--- src/rtl/tictactoe_pkg.sv ---
// Shared board-side types: cell count, the "no cell" address, response status codes
// and the write-position decoder FSM states.
package tictactoe_pkg;

    localparam int NCELLS = 9;
    localparam int AW     = 4;

    localparam logic [AW-1:0] ADDR_NONE = 4'hF;

    typedef enum logic [2:0] {
        OK        = 3'd0,
        SUGGESTED = 3'd1,
        BADPOS    = 3'd2,
        OCCUPIED  = 3'd3,
        FULL      = 3'd4
    } status_t;

    typedef enum logic [1:0] {
        IDLE   = 2'd0,
        DECODE = 2'd1,
        SCAN   = 2'd2,
        RESP   = 2'd3
    } wp_state_t;

endpackage

--- src/rtl/onehot2addr.sv ---
// Combinational decode of a board write position into a cell index.
// index is only meaningful when isOneHot is set.
module onehot2addr #(
    parameter int NCELLS = 9,
    parameter int AW     = 4
) (
    input  logic [NCELLS-1:0] writePos,
    output logic [AW-1:0]     index,
    output logic              isOneHot
);

    logic [AW-1:0] idx_terms [NCELLS];

    for (genvar gi = 0; gi < NCELLS; gi++) begin : g_term
        assign idx_terms[gi] = writePos[gi] ? AW'(gi) : '0;
    end

    always_comb begin
        index = '0;
        for (int i = 0; i < NCELLS; i++) begin
            index = index | idx_terms[i];
        end
    end

    // Clearing the lowest set bit leaves zero exactly when one bit was set.
    assign isOneHot = (writePos != '0) && ((writePos & (writePos - NCELLS'(1))) == '0);

endmodule

--- src/rtl/writepos2addr_scan.sv ---
// Maps a one-hot board write position back to a cell address; on a bad or occupied
// request it can walk forward (with wrap) to the next free cell, one cell per clock.
module writepos2addr_scan #(
    parameter int NCELLS = tictactoe_pkg::NCELLS,
    parameter int AW     = tictactoe_pkg::AW
) (
    input  logic              ph2,
    input  logic              reset,
    input  logic              inValid,
    output logic              inReady,
    input  logic [NCELLS-1:0] writePos,
    input  logic [NCELLS-1:0] occupied,
    input  logic              suggest,
    output logic              outValid,
    input  logic              outReady,
    output logic [AW-1:0]     addr,
    output logic [2:0]        status
);

    import tictactoe_pkg::status_t;
    import tictactoe_pkg::wp_state_t;
    import tictactoe_pkg::OK;
    import tictactoe_pkg::SUGGESTED;
    import tictactoe_pkg::BADPOS;
    import tictactoe_pkg::OCCUPIED;
    import tictactoe_pkg::FULL;
    import tictactoe_pkg::IDLE;
    import tictactoe_pkg::DECODE;
    import tictactoe_pkg::SCAN;
    import tictactoe_pkg::RESP;

    localparam logic [AW-1:0] ADDR_NONE = AW'(tictactoe_pkg::ADDR_NONE);
    localparam logic [AW-1:0] LAST_CELL = AW'(NCELLS - 1);

    wp_state_t         state_q, state_d;
    logic [NCELLS-1:0] wp_q, wp_d;
    logic [NCELLS-1:0] occ_q, occ_d;
    logic              sug_q, sug_d;
    logic [AW-1:0]     ptr_q, ptr_d;
    logic              out_valid_q, out_valid_d;
    logic [AW-1:0]     addr_q, addr_d;
    status_t           status_q, status_d;

    logic [AW-1:0]     wp_index;
    logic              wp_one_hot;

    function automatic logic [AW-1:0] next_cell(input logic [AW-1:0] p);
        return (p == LAST_CELL) ? '0 : p + AW'(1);
    endfunction

    onehot2addr #(
        .NCELLS (NCELLS),
        .AW     (AW)
    ) u_decode (
        .writePos (wp_q),
        .index    (wp_index),
        .isOneHot (wp_one_hot)
    );

    assign inReady  = (state_q == IDLE) && !reset;
    assign outValid = out_valid_q;
    assign addr     = addr_q;
    assign status   = status_q;

    always_comb begin
        state_d     = state_q;
        wp_d        = wp_q;
        occ_d       = occ_q;
        sug_d       = sug_q;
        ptr_d       = ptr_q;
        out_valid_d = out_valid_q;
        addr_d      = addr_q;
        status_d    = status_q;

        case (state_q)
            IDLE: begin
                if (inValid) begin
                    wp_d    = writePos;
                    occ_d   = occupied;
                    sug_d   = suggest;
                    state_d = DECODE;
                end
            end

            DECODE: begin
                if (&occ_q) begin
                    addr_d   = ADDR_NONE;
                    status_d = FULL;
                    state_d  = RESP;
                end else if (wp_one_hot && !occ_q[wp_index]) begin
                    addr_d   = wp_index;
                    status_d = OK;
                    state_d  = RESP;
                end else begin
                    addr_d   = ADDR_NONE;
                    status_d = wp_one_hot ? OCCUPIED : BADPOS;
                    if (sug_q) begin
                        // An occupied target starts the search just past itself.
                        ptr_d   = wp_one_hot ? next_cell(wp_index) : '0;
                        state_d = SCAN;
                    end else begin
                        state_d = RESP;
                    end
                end
            end

            SCAN: begin
                // Board is known not full here, so this always finds a free cell.
                if (!occ_q[ptr_q]) begin
                    addr_d   = ptr_q;
                    status_d = SUGGESTED;
                    state_d  = RESP;
                end else begin
                    ptr_d = next_cell(ptr_q);
                end
            end

            RESP: begin
                if (!out_valid_q) begin
                    out_valid_d = 1'b1;
                end else if (outReady) begin
                    out_valid_d = 1'b0;
                    state_d     = IDLE;
                end
            end

            default: state_d = IDLE;
        endcase
    end

    always_ff @(posedge ph2) begin
        if (reset) begin
            state_q     <= IDLE;
            wp_q        <= '0;
            occ_q       <= '0;
            sug_q       <= 1'b0;
            ptr_q       <= '0;
            out_valid_q <= 1'b0;
            addr_q      <= ADDR_NONE;
            status_q    <= OK;
        end else begin
            state_q     <= state_d;
            wp_q        <= wp_d;
            occ_q       <= occ_d;
            sug_q       <= sug_d;
            ptr_q       <= ptr_d;
            out_valid_q <= out_valid_d;
            addr_q      <= addr_d;
            status_q    <= status_d;
        end
    end

endmodule

--- config.mk ---
export PLATFORM = sky130hd
export DESIGN_NAME = writepos2addr_scan
export DESIGN_NICKNAME = d
export VERILOG_FILES = /design/src/rtl/tictactoe_pkg.sv /design/src/rtl/onehot2addr.sv /design/src/rtl/writepos2addr_scan.sv
export SDC_FILE = /design/constraint.sdc
export NUM_CORES = 1
export LEC_CHECK = 0
export BUFFER_PORTS_ARGS = -buffer_cell sky130_fd_sc_hd__buf_4
export CAP_MARGIN = 20
export CORE_ASPECT_RATIO = 1.4
export CORE_MARGIN = 4
export CORE_UTILIZATION = 40
export DETAILED_ROUTE_END_ITERATION = 10
export SYNTH_ARGS = -nofsm -noshare
export SYNTH_HDL_FRONTEND = slang
export SYNTH_SLANG_ARGS = --single-unit
--- constraint.sdc ---
create_clock -name ph2 -period 2.6 [get_ports ph2]
set_input_delay 0.26 -clock ph2 [delete_from_list [all_inputs] [get_ports ph2]]
set_output_delay 0.26 -clock ph2 [all_outputs]
set_load 0.03 [all_outputs]
==> metrics, run 1 <==
drt pass-1 iters 4; average size of a mapped cell slightly above 8 sq um; Final Max Tran Viols 0; worst-path fanout max 7; pin count of the biggest net entering global routing 35; maximum VDD drop about 0.48 mV; area of the multi-input gates ~1100 sq um; outcome completed; number of synthesized flops with an enable pin 0; PwrDens 1110 nW/um^2; Die ar. between 5000 and 6000 sq um; Starting Density a little over 40%; Yosys cell types roughly 50; io pins 32; Clock power frac between 10% and 20%; CP most frequent cell o21ai_1; first-pass GRT wire length 7470 um; Net Sw Frac 44.2%; Worst slew margin ~58%; setup TNS 0 ns; RePlAce Congestion ~0.8; critical path arrival 2.57 ns; total global-route track usage 16.2%; slowest cell on the critical path or4_4; DR iter-0 viols 75; reg2reg end addr[2]; slowest cell delay on critical path about 0.60 ns; setup slack after layout approximately 0.19 ns; postcts setup bufs 0; CTS tree done; initial antenna violation count 0; Setup crit end kind flip-flop; DRC 0; Worst-path clk slew roughly 0.06 ns; asr flop ratio synth 0%; wire per inst around 14 um; sw power about 1.1 mW; commonest non-fill, non-tap cells in the layout nand2_1 (48), buf_4 (37), dfxtp_1 (33), a21oi_1 (29), inv_1 (15); Place WS about 0.18 ns; Post-Syn Instances 234; vias per cell around 5.3; Synth Net Count ~270; yosys warns 0; TritonCTS Buffers 5; WL final between 4000 and 5000 um; RSZ-0062 raised after global routing false; standard-cell rows 29; storage element area 661 sq um; Synth Register Bits 33; Placeable Area ~4500 sq um; critical path class flip-flop to flip-flop; MaxCap Viol Count 0; Resized cells post-CTS 0; Leak Pwr slightly below 0.9 nW; Seq pwr share a little under a third; vias in the first global route around 1,600; Worst Reg-to-Reg Cells 7; most common cell after layout, fill and taps aside nand2_1; Main synth FF type dfxtp_1; CTS Hold Bufs 0; reg2reg start wp_q[3]; Hold Crit Depth 3; Logic pwr share a little under three fifths; register-to-register setup slack approximately 0.19 ns; clk buf depth 2; Startpoint Class flip-flop; grt ovf 0; number of buffers added on ports 31; post-synthesis sequential area ratio roughly a third; worst hold path class primary input to flip-flop; cells along the critical path or4_4, and3_2, o311ai_1, o21ai_1, or3_4, o22ai_1, o21ai_1; Worst Max-Slew Pin Slew approximately 0.64 ns; Min-Delay Endpoint wp_q[4]; Final ANT Viol Nets 0; Pint approximately 1.4 mW; via count 1,736; area grow syn2layout 19.9%; clock skew ~0.0043 ns; share of cells above drive strength 1 22.3%; Die W about 66 um; Critical Path RT roughly 2.8 ns; Mapped Area 1880 sq um; final hold vios 0; number of inserted diodes 0; CTS Root Cell clkbuf_8; CTS H-Tree Depth 2; critical hold path startpoint writePos[4]; fill cell count ~460; Vert. Die Dim a little under 90 um; Final period util between 90% and 100%; hpwl dp about 3300 um; clock sinks 33; final setup violation count 0; final net count between 200 and 300; Max Clk Rate around 0.42 GHz; Skew-Pair Late Insertion Delay between 0.2 and 0.3 ns; Period minus WS final 2.41 ns
routing by layer:
metal  share of wire, %  wire, um  GRT usage [%]  vias up
met1                 42      1870           17.8      795
met5                  0         0              0        -
met4                1.1        49           5.18        0
met2                 52      2290           30.5       43
li1                   -         -              -      894
met3                5.3       236           3.77        4
power by group through the flow:
| stage | registers [mW] | logic [mW] | clock network [mW] |
|---|---|---|---|
| CTS | 0.771 | 1.39 | 0.363 |
| finish | 0.771 | 1.38 | 0.350 |
| detailed placement | 0.781 | 1.38 | 0 |
| global route | 0.790 | 1.54 | 0.385 |
| floorplan | 0.806 | 0.997 | 0 |
| global placement | 0.779 | 1.38 | 0 |
synthesized netlist by cell type, types with 2 or more instances:
cell      instances  area (sq um)
inv_1            15          56.3
mux2_2            2          22.5
nor3b_1           2          15.0
nand2_1          48           180
nor4b_1           2          17.5
dfxtp_1          33           661
nand4_1           3          18.8
nor2_1            8          30.0
a21oi_1          29           145
a211oi_2          2          25.0
nand3_1           6          30.0
o21ai_0           5          25.0
nor2b_1           2          12.5
a31oi_1           2          12.5
nor3_1            5          25.0
and3_1            3          18.8
xnor2_1           2          17.5
nor4_1            3          18.8
mux4_2            3          67.6
nor4_2            2          25.0
ha_1              9           113
o211ai_1          2          15.0
mux2i_1           2          20.0
clkbuf_1          9          33.8
o22ai_1           6          37.5
o21ai_1           6          30.0
through the flow:
step                utilization (%)  hold slack [ns]  instances  cell area (sq um)  power, mW
finish                         49.8            0.223        327               2260       2.51
global route                   49.8            0.220        327               2260       2.72
CTS                            49.8            0.215        327               2260       2.53
detailed placement             48.2            0.449        321               2190       2.17
global placement               48.2            0.440        321               2190       2.16
floorplan                         -            0.396        234               1880       1.80
sequential cells by signal (all words and copies together), names as in the netlist:
register / count
ptr_q: 4
occ_q: 9
status: 3
wp_q: 9
state_q: 2
addr: 4
outValid: 1
sug_q: 1
area by class of cell:
cell class | count | area share [%]
Clock buffer | 5 | 3.05
Clock inverter | 1 | 0.221
Inverter | 15 | 2.49
Multi-Input combinational cell | 174 | 49.3
Sequential cell | 33 | 29.2
Tap cell | 62 | 3.43
Timing Repair Buffer | 37 | 12.3
how the worst max path moves through the flow:
stage | endpoint | startpoint | slack [ns] | depth (start not counted)
floorplan | addr[0] | wp_q[1] | 0.30 | 8
global placement | addr[2] | wp_q[3] | 0.24 | 7
detailed placement | addr[2] | wp_q[3] | 0.18 | 7
CTS | addr[2] | wp_q[3] | 0.18 | 7
global route | state_q[0] | wp_q[3] | 0.02 | 7
finish | addr[2] | wp_q[3] | 0.19 | 7
cells by family (layout without fill, tap and decap cells):
group | count (synthesis) | in the layout | share of synthesized area (%)
compound gates | 64 | 64 | 21.9
xor+xnor | 3 | 3 | 1.39
fa+ha+maj | 10 | 10 | 6.51
buf+inv | 27 | 58 | 5.84
flops | 33 | 33 | 35.1
mux | 7 | 7 | 5.84
simple gates | 90 | 90 | 23.4
critical path, delay by kind of cell, from the launching register on:
kind	cells	cell delay, ns
AND/OR/NAND/NOR	3	1.22
AO/OA/AOI/OAI	4	0.70
flip-flops	1	0.37
Note: power is estimated with default switching activity, not from simulation.
==> run 2: changes to the inputs <==
--- a/config.mk
+++ b/config.mk
@@ -7,2 +7,3 @@
 export LEC_CHECK = 0
+export ABC_AREA = 1
 export BUFFER_PORTS_ARGS = -buffer_cell sky130_fd_sc_hd__buf_4
@@ -13,2 +14,3 @@
 export DETAILED_ROUTE_END_ITERATION = 10
+export PLACE_DENSITY_LB_ADDON = 0.12
 export SYNTH_ARGS = -nofsm -noshare
--- a/constraint.sdc
+++ b/constraint.sdc
@@ -3,2 +3,2 @@
 set_output_delay 0.26 -clock ph2 [all_outputs]
-set_load 0.03 [all_outputs]
+set_load 0.1 [all_outputs]
==> run 2 against run 1 <==
Effect of this change:
- largest cell class unchanged
- via count grew 9.0%
- area after synthesis grew 7.7%
- highest routed layer unchanged
- count of clock-buffer cells in the layout grew 2
- utilization shrank 0.67 points
- critical path type unchanged
- global-route usage grew 0.60 points
- clock power grew 13%
- fmax grew 16%
- clock skew grew 0.00096 ns
- critical path depth grew 5
- cell area grew 6.1%
- combinational power grew 36%
- first-iteration DRC count grew 39%
==> metrics, run 2 <==
outcome completed (unchanged); RePlAce Congestion 0.912 (was 0.814); Yosys cell types 31 (was 49); slowest cell on the critical path dfxtp_1 (was or4_4); CTS Root Cell clkbuf_8 (unchanged); MaxCap Viol Count 0 (unchanged); slowest cell delay on critical path 0.41 ns (was 0.60 ns); CTS H-Tree Depth 2 (unchanged); leading area contributor after synthesis dfxtp_1 (unchanged); Starting Density 41.6% (was 41.5%); grt ovf 0 (unchanged); Main synth FF type dfxtp_1 (unchanged); average size of a mapped cell 7.00 sq um (was 8.05 sq um); critical path arrival 2.26 ns (was 2.57 ns); DRC 0 (unchanged); share of cells above drive strength 1 19.4% (was 22.3%); most common cell after layout, fill and taps aside nand2_1 (unchanged); Worst slew margin 53.5% (was 57.6%); Mapped Area 2030 sq um (was 1880 sq um); Max Clk Rate 0.481 GHz (was 0.415 GHz); Hold Crit Depth 2 (was 3); critical path class flip-flop to flip-flop (unchanged); Skew-Pair Late Insertion Delay 0.29 ns (was 0.28 ns); final hold vios 0 (unchanged); Stages on worst setup path 12 (was 7); wire per inst 12.4 um (was 13.6 um); Setup crit end kind flip-flop (unchanged); vias in the first global route 1,814 (was 1,632); Final ANT Viol Nets 0 (unchanged); Worst Reg-to-Reg Cells 12 (was 7); TritonCTS Buffers 5 (unchanged); Final period util 80.0% (was 92.7%); postcts setup bufs 0 (unchanged); final hold slack 0.208 ns (was 0.223 ns); cells along the critical path inv_1, ha_1, inv_2, nor2_1, inv_1, nor3_1, nand3_1, nand2_1, nor2_4, inv_1, a21oi_1, o21ai_1 (was or4_4, and3_2, o311ai_1, o21ai_1, or3_4, o22ai_1, o21ai_1); drt pass-1 iters 4 (unchanged); DR iter-0 viols 104 (was 75); Final Max Tran Viols 0 (unchanged); final setup violation count 0 (unchanged); clock sinks 33 (unchanged); Critical Path RT 2.77 ns (was 2.76 ns); number of buffers added on ports 31 (unchanged); post-synthesis sequential area ratio 32.6% (was 35.1%); WL final 4770 um (was 4450 um); Worst Max-Slew Pin Slew 0.696 ns (was 0.637 ns); via count 1,892 (was 1,736); CP most frequent cell inv_1 (was o21ai_1); maximum VDD drop 0.499 mV (was 0.479 mV); Yosys top cell area share 32.6% (was 35.1%); storage element area 661 sq um (unchanged); Synth Register Bits 33 (unchanged); top post-synthesis cells by count nand2_1 (48), dfxtp_1 (33), inv_1 (33) (was nand2_1 (48), dfxtp_1 (33), a21oi_1 (29), inv_1 (15)); RSZ-0062 raised after global routing false (unchanged); top-count cell post-synth nand2_1 (unchanged); Placeable Area 4880 sq um (was 4540 sq um); area of the multi-input gates 1190 sq um (was 1110 sq um); Largest regs occ_q: 9 flops, wp_q: 9 flops (unchanged); Resized cells post-CTS 0 (unchanged); top post-synthesis cells by area dfxtp_1 (33%), nand2_1 (8.9%), a21oi_1 (7.2%) (was dfxtp_1 (35%), nand2_1 (9.6%), a21oi_1 (7.7%)); Vert. Die Dim 92.3 um (was 89.2 um); vias per cell 4.93 (was 5.31); setup TNS 0 ns (unchanged); CTS tree done (unchanged); Worst-path clk slew 0.06 ns (about the same); clock skew 0.00527 ns (was 0.00431 ns); area grow syn2layout 18.2% (was 19.9%); Post-Syn Instances 290 (was 234); Critical path buffers and inverters 4 (was 0); first-pass GRT wire length 8210 um (was 7470 um); Die W 68.2 um (was 66.0 um); pin count of the biggest net entering global routing 34 (was 35); final net count 352 (was 298); commonest non-fill, non-tap cells in the layout nand2_1 (48), inv_1 (33), dfxtp_1 (33), buf_4 (32) (was nand2_1 (48), buf_4 (37), dfxtp_1 (33), a21oi_1 (29), inv_1 (15)); total global-route track usage 16.8% (was 16.2%); worst-path fanout max 11 (was 7); fill cell count 528 (was 458); yosys warns 0 (unchanged); io pins 32 (unchanged); initial antenna violation count 0 (unchanged); CTS Hold Bufs 0 (unchanged); Period minus WS final 2.08 ns (was 2.41 ns); clk buf depth 2 (unchanged); Startpoint Class flip-flop (unchanged); standard-cell rows 30 (was 29); Die ar. 6290 sq um (was 5890 sq um); number of inserted diodes 0 (unchanged); PwrDens 1290 nW/um^2 (was 1110 nW/um^2); delay-heaviest family, CP simple AND/OR/NAND/NOR gates (unchanged); number of synthesized flops with an enable pin 0 (unchanged); hpwl dp 3650 um (was 3350 um); Leak Pwr 1.08 nW (was 0.888 nW); asr flop ratio synth 0% (unchanged); Synth Net Count 322 (was 266); worst hold path class primary input to flip-flop (unchanged)
-- run 2: cell type report --
type | count | share of cell area (%)
repair buffers | 32 | 10.0
multi-input cells | 211 | 49.7
flip-flops and latches | 33 | 27.5
well taps | 64 | 3.34
inverters | 37 | 5.79
clock buffers | 7 | 3.60
-- run 2: report_power, final --
group          internal (mW)  leakage, nW  switching [mW]
sequential             0.663        0.272           0.168
combinational          0.613        0.768            1.27
clock                  0.210       0.0443           0.186
-- run 2: kinds of logic (layout without fill, tap and decap cells) --
| group | Yosys count | count (layout) | share of synthesized area [%] |
|---|---|---|---|
| AO/OA/AOI/OAI | 70 | 70 | 18.2 |
| XOR/XNOR | 2 | 2 | 0.863 |
| adder cells (fa/ha/maj) | 9 | 9 | 5.55 |
| buffers and inverters | 46 | 76 | 8.69 |
| flip-flops | 33 | 33 | 32.6 |
| AND/OR/NAND/NOR | 130 | 130 | 34.1 |
-- run 2: worst paths after layout --
| path | startpoint | endpoint | slack [ns] |
|---|---|---|---|
| worst max-delay path | state_q[0] | addr[1] | 0.52 |
| worst min-delay path | reset | state_q[0] | 0.21 |
| worst max register to register | state_q[0] | addr[1] | 0.52 |
| worst min register to register | addr[0] | addr[0] | 0.47 |
-- run 2: metal layers --
metal / global-route usage, % / vias to the layer above / routed length, um
li1: - / 1016 / -
met1: 21.2 / 826 / 2140
met2: 26.8 / 39 / 2300
met3: 3.31 / 11 / 181
met4: 7.63 / 0 / 149
met5: 0 / - / 0
-- run 2: worst reg2reg max path, stage by stage (launching register included) --
cell	delay, ns
dfxtp_1	0.41
inv_1	0.11
ha_1	0.32
inv_2	0.19
nor2_1	0.06
inv_1	0.08
nor3_1	0.05
nand3_1	0.13
nand2_1	0.11
nor2_4	0.18
inv_1	0.14
a21oi_1	0.14
o21ai_1	0.07
-- run 2: through the flow --
stage                     instances  cell area, sq um  power [mW]  setup WS, ns  utilization, %
after detailed placement        377              2310        2.72         0.543            47.4
after global placement          377              2310        2.73         0.579            47.4
after CTS                       384              2400        3.13         0.519            49.2
after global routing            384              2400        3.41         0.225            49.2
final                           384              2400        3.11         0.519            49.2
after floorplan                 290              2030        2.34         0.345               -
